[src/rtl/mips_mem_bridge_if.sv]
// Avalon-style memory bus between mips_mem_bridge (master) and the memory slave.
interface mips_mem_bridge_if;
    logic [31:0] address;
    logic        read;
    logic        write;
    logic        waitrequest;
    logic [31:0] writedata;
    logic [3:0]  byteenable;
    logic [31:0] readdata;

    modport master (
        output address, read, write, writedata, byteenable,
        input  waitrequest, readdata
    );

    modport slave (
        input  address, read, write, writedata, byteenable,
        output waitrequest, readdata
    );
endinterface

[src/rtl/mips_mem_bridge.sv]
// Bridges one MIPS multicycle load/store into one Avalon-style bus transfer.
// Define MEM_BRIDGE_ALIGN_CHECK_EN to reject misaligned accesses instead of truncating the address.
module mips_mem_bridge #(
    parameter int unsigned TIMEOUT = 0
) (
    input  logic        clk,
    input  logic        reset,
    input  logic        core_req,
    input  logic        core_we,
    input  logic [1:0]  core_size,
    input  logic        core_signed,
    input  logic [31:0] core_addr,
    input  logic [31:0] core_wdata,
    output logic        core_stall,
    output logic        core_done,
    output logic [31:0] core_rdata,
    output logic        core_misalign,
    output logic        core_buserr,
    mips_mem_bridge_if.master bus
);
    typedef enum logic [1:0] {IDLE, ACCESS, RESP} state_t;

    state_t      state, state_nxt;
    logic [31:0] tcnt;
    logic        ld_we;
    logic [1:0]  ld_size;
    logic        ld_signed;
    logic [1:0]  ld_off;
    logic        reject;
    logic        timeout_hit;
    logic [1:0]  off;
    logic [3:0]  be_nxt;
    logic [31:0] wd_nxt;
    logic [31:0] lane;
    logic [31:0] ext;

`ifdef MEM_BRIDGE_ALIGN_CHECK_EN
    assign reject = (core_size == 2'b01 && core_addr[0]) ||
                    (core_size[1] && core_addr[1:0] != 2'b00);

    always_ff @(posedge clk or negedge reset) begin
        if (!reset)
            core_misalign <= 1'b0;
        else if (state == IDLE && core_req && reject)
            core_misalign <= 1'b1;
        else if (state == RESP)
            core_misalign <= 1'b0;
    end
`else
    assign reject        = 1'b0;
    assign core_misalign = 1'b0;
`endif

    assign timeout_hit = (TIMEOUT != 0) && (tcnt == 32'(TIMEOUT - 1));
    assign core_done   = (state == RESP);
    assign core_stall  = reset && ((state == IDLE && core_req) || state == ACCESS);

    // Lane selection ignores the low address bits a size cannot use.
    always_comb begin
        off    = 2'b00;
        be_nxt = 4'b1111;
        wd_nxt = core_wdata;
        case (core_size)
            2'b00: begin
                off    = core_addr[1:0];
                be_nxt = 4'b0001 << core_addr[1:0];
                wd_nxt = {4{core_wdata[7:0]}};
            end
            2'b01: begin
                off    = {core_addr[1], 1'b0};
                be_nxt = core_addr[1] ? 4'b1100 : 4'b0011;
                wd_nxt = {2{core_wdata[15:0]}};
            end
            default: ;
        endcase
    end

    always_comb begin
        lane = bus.readdata >> {ld_off, 3'b000};
        case (ld_size)
            2'b00:   ext = {{24{ld_signed & lane[7]}}, lane[7:0]};
            2'b01:   ext = {{16{ld_signed & lane[15]}}, lane[15:0]};
            default: ext = lane;
        endcase
    end

    always_ff @(posedge clk or negedge reset) begin
        if (!reset)
            state <= IDLE;
        else
            state <= state_nxt;
    end

    always_comb begin
        state_nxt = state;
        case (state)
            IDLE:    if (core_req) state_nxt = reject ? RESP : ACCESS;
            ACCESS:  if (!bus.waitrequest || timeout_hit) state_nxt = RESP;
            RESP:    state_nxt = IDLE;
            default: state_nxt = IDLE;
        endcase
    end

    always_ff @(posedge clk or negedge reset) begin
        if (!reset) begin
            bus.address    <= '0;
            bus.read       <= 1'b0;
            bus.write      <= 1'b0;
            bus.writedata  <= '0;
            bus.byteenable <= '0;
            core_rdata     <= '0;
            core_buserr    <= 1'b0;
            tcnt           <= '0;
            ld_we          <= 1'b0;
            ld_size        <= 2'b00;
            ld_signed      <= 1'b0;
            ld_off         <= 2'b00;
        end else begin
            case (state)
                IDLE: begin
                    if (core_req && !reject) begin
                        bus.address    <= {core_addr[31:2], 2'b00};
                        bus.read       <= !core_we;
                        bus.write      <= core_we;
                        bus.writedata  <= wd_nxt;
                        bus.byteenable <= be_nxt;
                        tcnt           <= '0;
                        ld_we          <= core_we;
                        ld_size        <= core_size;
                        ld_signed      <= core_signed;
                        ld_off         <= off;
                    end
                end
                ACCESS: begin
                    if (!bus.waitrequest) begin
                        bus.read  <= 1'b0;
                        bus.write <= 1'b0;
                        if (!ld_we)
                            core_rdata <= ext;
                    end else begin
                        tcnt <= tcnt + 32'd1;
                        if (timeout_hit) begin
                            bus.read    <= 1'b0;
                            bus.write   <= 1'b0;
                            core_buserr <= 1'b1;
                        end
                    end
                end
                RESP: begin
                    // Response flags and load data only live for the done cycle.
                    core_rdata  <= '0;
                    core_buserr <= 1'b0;
                end
                default: ;
            endcase
        end
    end
endmodule

[src/flat_wrapper.sv]
// flat-port wrapper written by rule: the top's interface ports become plain ports
module mips_mem_bridge_flat 
#(
    parameter int unsigned TIMEOUT = 0
)
  (clk, reset, core_req, core_we, core_size, core_signed, core_addr, core_wdata, core_stall, core_done, core_rdata, core_misalign, core_buserr, bus_address, bus_read, bus_write, bus_writedata, bus_byteenable, bus_waitrequest, bus_readdata);
  mips_mem_bridge_if bus_i ();
  input  logic clk;
  input  logic reset;
  input  logic core_req;
  input  logic core_we;
  input  logic [1:0] core_size;
  input  logic core_signed;
  input  logic [31:0] core_addr;
  input  logic [31:0] core_wdata;
  output logic core_stall;
  output logic core_done;
  output logic [31:0] core_rdata;
  output logic core_misalign;
  output logic core_buserr;
  output wire logic [$bits(bus_i.address)-1:0] bus_address;
  output wire logic [$bits(bus_i.read)-1:0] bus_read;
  output wire logic [$bits(bus_i.write)-1:0] bus_write;
  output wire logic [$bits(bus_i.writedata)-1:0] bus_writedata;
  output wire logic [$bits(bus_i.byteenable)-1:0] bus_byteenable;
  input wire logic [$bits(bus_i.waitrequest)-1:0] bus_waitrequest;
  input wire logic [$bits(bus_i.readdata)-1:0] bus_readdata;
  assign bus_address = bus_i.address;
  assign bus_read = bus_i.read;
  assign bus_write = bus_i.write;
  assign bus_writedata = bus_i.writedata;
  assign bus_byteenable = bus_i.byteenable;
  assign bus_i.waitrequest = bus_waitrequest;
  assign bus_i.readdata = bus_readdata;
  mips_mem_bridge #(.TIMEOUT(TIMEOUT)) u_core (.clk(clk), .reset(reset), .core_req(core_req), .core_we(core_we), .core_size(core_size), .core_signed(core_signed), .core_addr(core_addr), .core_wdata(core_wdata), .core_stall(core_stall), .core_done(core_done), .core_rdata(core_rdata), .core_misalign(core_misalign), .core_buserr(core_buserr), .bus(bus_i));
endmodule
[config.mk]
export PLATFORM = sky130hd
export DESIGN_NAME = mips_mem_bridge_flat
export DESIGN_NICKNAME = d
export VERILOG_FILES = /design/src/rtl/mips_mem_bridge_if.sv /design/src/rtl/mips_mem_bridge.sv /design/src/flat_wrapper.sv
export SDC_FILE = /design/constraint.sdc
export NUM_CORES = 1
export LEC_CHECK = 0
export ABC_AREA = 1
export CAP_MARGIN = 40
export CORE_MARGIN = 2
export CORE_UTILIZATION = 41
export CTS_BUF_LIST = sky130_fd_sc_hd__clkbuf_2
export CTS_CLUSTER_SIZE = 20
export DETAILED_ROUTE_END_ITERATION = 10
export PLACE_DENSITY_LB_ADDON = 0.08
export SLEW_MARGIN = 20
export SYNTH_ARGS = -nofsm -noshare
export SYNTH_HDL_FRONTEND = slang
export SYNTH_SLANG_ARGS = --single-unit
[constraint.sdc]
create_clock -name clk -period 1.6 [get_ports clk]
set_clock_uncertainty 0.05 [all_clocks]
set_input_delay 0.32 -clock clk [delete_from_list [all_inputs] [get_ports clk]]
set_output_delay 0.32 -clock clk [all_outputs]
set_load 0.02 [all_outputs]
==> metrics.txt <==
run status=finished with violations; failing checks=setup timing; fillers=1107; die height=117 um; DR WL met2=7820 um; final cell count without fillers=1089; Fin Hold WS=145 ps; die width=117 um; r2r worst-path depth=6; average cell area after synthesis=7.83 um2; worst-path maximum fanout=3; crit path cell chain=inv_2 -> nand3_4 -> a21boi_1 -> buf_4; setup slack after layout=-245 ps; met3 wire len=1270 um; via count=5258; Final Slew Violations=0; TNS Setup=-1370 ps; WL/cell=14.3 um; Root Driver=clkbuf_2; uppermost layer routed=met4; Overall Global Routing Usage=23.0%; placed wire-length estimate=11300 um; placed cell count=1038; crit-path max cell delay=490 ps; Crit path required time=1230 ps; TritonCTS Buffers=9; final setup violation count=36; Crit Path Class=reg2out; DR iter-0 viols=493; M1 wire length=6240 um; area taken by multi-input logic gates=2130 um2; Worst Setup EP=core_stall; final WL=15600 um; cells after synthesis=663; share of cells above drive strength 1=23.4%; Slew @ Worst Pin=710 ps; Max-cap violations=0; Finished Cell Area=8100 um2; H-tree levels=3; vias in the first global route=5118; DRC Markers=0; fin nets=1016; initial antenna violation count=0; Worst Setup Start Kind=register; row cnt=41; slowest CP cell=dfrtp_1; crit path from=u_core.state[0]; Die ar.=13600 um2; Tmin final=1840 ps; pwr dens=1680 nW/um2; core area=12500 um2; Placer Congestion=0.852; Yosys Warn Count=0; antenna-violating nets left=0; clk_lat worst skew=560 ps; register area=2700 um2; achievable frequency=0.542 GHz; DR pass1 iterations=5; final hold viol count=0; HP Class=in2reg; placed inst area=7590 um2; area delta synth->final=56.0%; Synth cell types=32; top-level I/O count=210; final core occ=65.0%; maximum vdd ir drop=0.872 mV; crit end category=primary output; drt via density=4.83; Slew Limit Headroom=52.6%; R2R Path End=u_core.bus.address[27]; largest net degree at the start of global routing=56; ANT cells=0; Pleak=4.18 nW; crit path DAT=1470 ps; unrepaired setup endpoints after global routing=yes; reg-to-reg slack, setup=-80 ps; post-route clock period utilization=115%; CTS clk-pin slew, worst paths=340 ps; Critical R2R Launch=u_core.state[0]; clk buf depth=2; Num Clock Sinks=108; Mapped Area=5190 um2; sequential cell area fraction in the yosys report=52.1%; Starting Density=41.6%; I/O Buffers=205; first-pass GRT wire length=24300 um; register bit total from synthesis=108; total congestion overflow=0; CTS tree=done
registers in the layout (all words and copies together) (netlist names):
signal	cells
u_core.state	2
u_core.ld_we	1
u_core.ld_off	2
u_core.bus.writedata	32
u_core.ld_signed	1
u_core.bus.byteenable	4
u_core.core_rdata	32
u_core.bus.write	1
u_core.bus.read	1
u_core.bus.address	30
u_core.ld_size	2
critical path, delay by kind of cell, from the launching register on:
family	cells	cell delay (ps)
AOI/OAI and AO/OA	1	120
buffers and inverters	2	240
DFF	1	490
and+or+nand+nor	1	60
Yosys cell counts:
library cell    n  area [um2]
inv_4           2        12.5
buf_4           6        45.0
dfrtp_1       108        2700
a41oi_1         1        8.76
nand3_1        41         205
nor2_4          3        33.8
o22ai_1         1        6.26
nand2_2         2        12.5
inv_2           3        11.3
nand2_1       313        1170
o21ai_2         2        17.5
nand3_4         2        35.0
o21ai_1         3        15.0
nand2_4         2        22.5
a21boi_0        1        7.51
buf_8           1        15.0
conb_1          1        3.75
o211ai_1        7        52.6
clkinv_1        1        3.75
buf_2          19        95.1
buf_1           3        11.3
inv_6           1        8.76
o31ai_1         1        7.51
inv_1          24        90.1
nor2_2          1        6.26
nor2_1         12        45.0
clkbuf_1       11        41.3
o21ai_0        42         210
nand3_2         3        30.0
buf_6           4        45.0
a21oi_1        40         200
o21a_1          2        15.0
worst min path at each step:
stage | startpoint | end | slack [ps] | cells past startpoint
after floorplan | reset | u_core.bus.address[10] | -30 | 0
after global placement | u_core.bus.address[7] | u_core.bus.address[7] | 410 | 2
after detailed placement | u_core.bus.address[8] | u_core.bus.address[8] | 410 | 2
after CTS | core_addr[6] | u_core.bus.address[6] | 80 | 3
after global routing | core_addr[17] | u_core.bus.address[17] | 60 | 3
final | core_addr[6] | u_core.bus.address[6] | 150 | 3
timing repair:
item                                   4_1_cts  5_1_grt
endpoints found under the hold margin      108        0
buffers inserted                            17       17
cloned                                       0        0
pin swaps                                    0        0
hold buffers                                 1        0
setup endpoints to repair                  124      168
resized for setup                          601       12
kinds of logic (layout without fill, tap and decap cells):
family / Yosys count / count (layout) / synth area share, %
flops: 108 / 108 / 52.1
simple gates: 379 / 379 / 30.2
other cells: 1 / 4 / 0.0722
buf+inv: 75 / 326 / 7.30
compound gates: 100 / 100 / 10.4
cells in the final DEF, fill, tap and decap left out, types with 4 or more instances in the layout:
master,netlist,routed
nand3_1,41,40
clkinv_4,0,4
nand2_1,313,313
nor2_1,12,12
o21ai_0,42,42
inv_1,24,24
dfrtp_1,108,107
o211ai_1,7,7
buf_12,0,6
a21oi_1,40,40
clkdlybuf4s50_1,0,102
clkbuf_2,0,9
buf_4,6,70
conb_1,1,4
buf_6,4,100
routing by layer:
metal	vias up	track usage, %
li1	2595	-
met4	0	7.14
met1	2464	27.8
met2	175	40.0
met5	-	0
met3	24	6.54
power by group:
| group | switching, mW | internal, mW |
|---|---|---|
| Combinational | 4.01 | 3.72 |
| Clock | 0.982 | 0.253 |
| Sequential | 0.828 | 3.80 |
| Total | 5.82 | 7.77 |
layout make-up:
class	count	share of cell area, %
inverter	31	1.59
timing repair buffer	279	34.6
tap	172	2.66
sequential	108	33.4
clock inverter	7	0.880
clock buffer	9	0.556
multi-input combinational	483	26.3
stage by stage:
step                      total power, mW  setup slack (ps)
after CTS                            13.4              -317
after global routing                 14.6              -367
after global placement               11.5              -428
after detailed placement             11.6              -414
after floorplan                      8.26              87.0
final                                13.6              -245
Note: power is estimated with default switching activity, not from simulation.
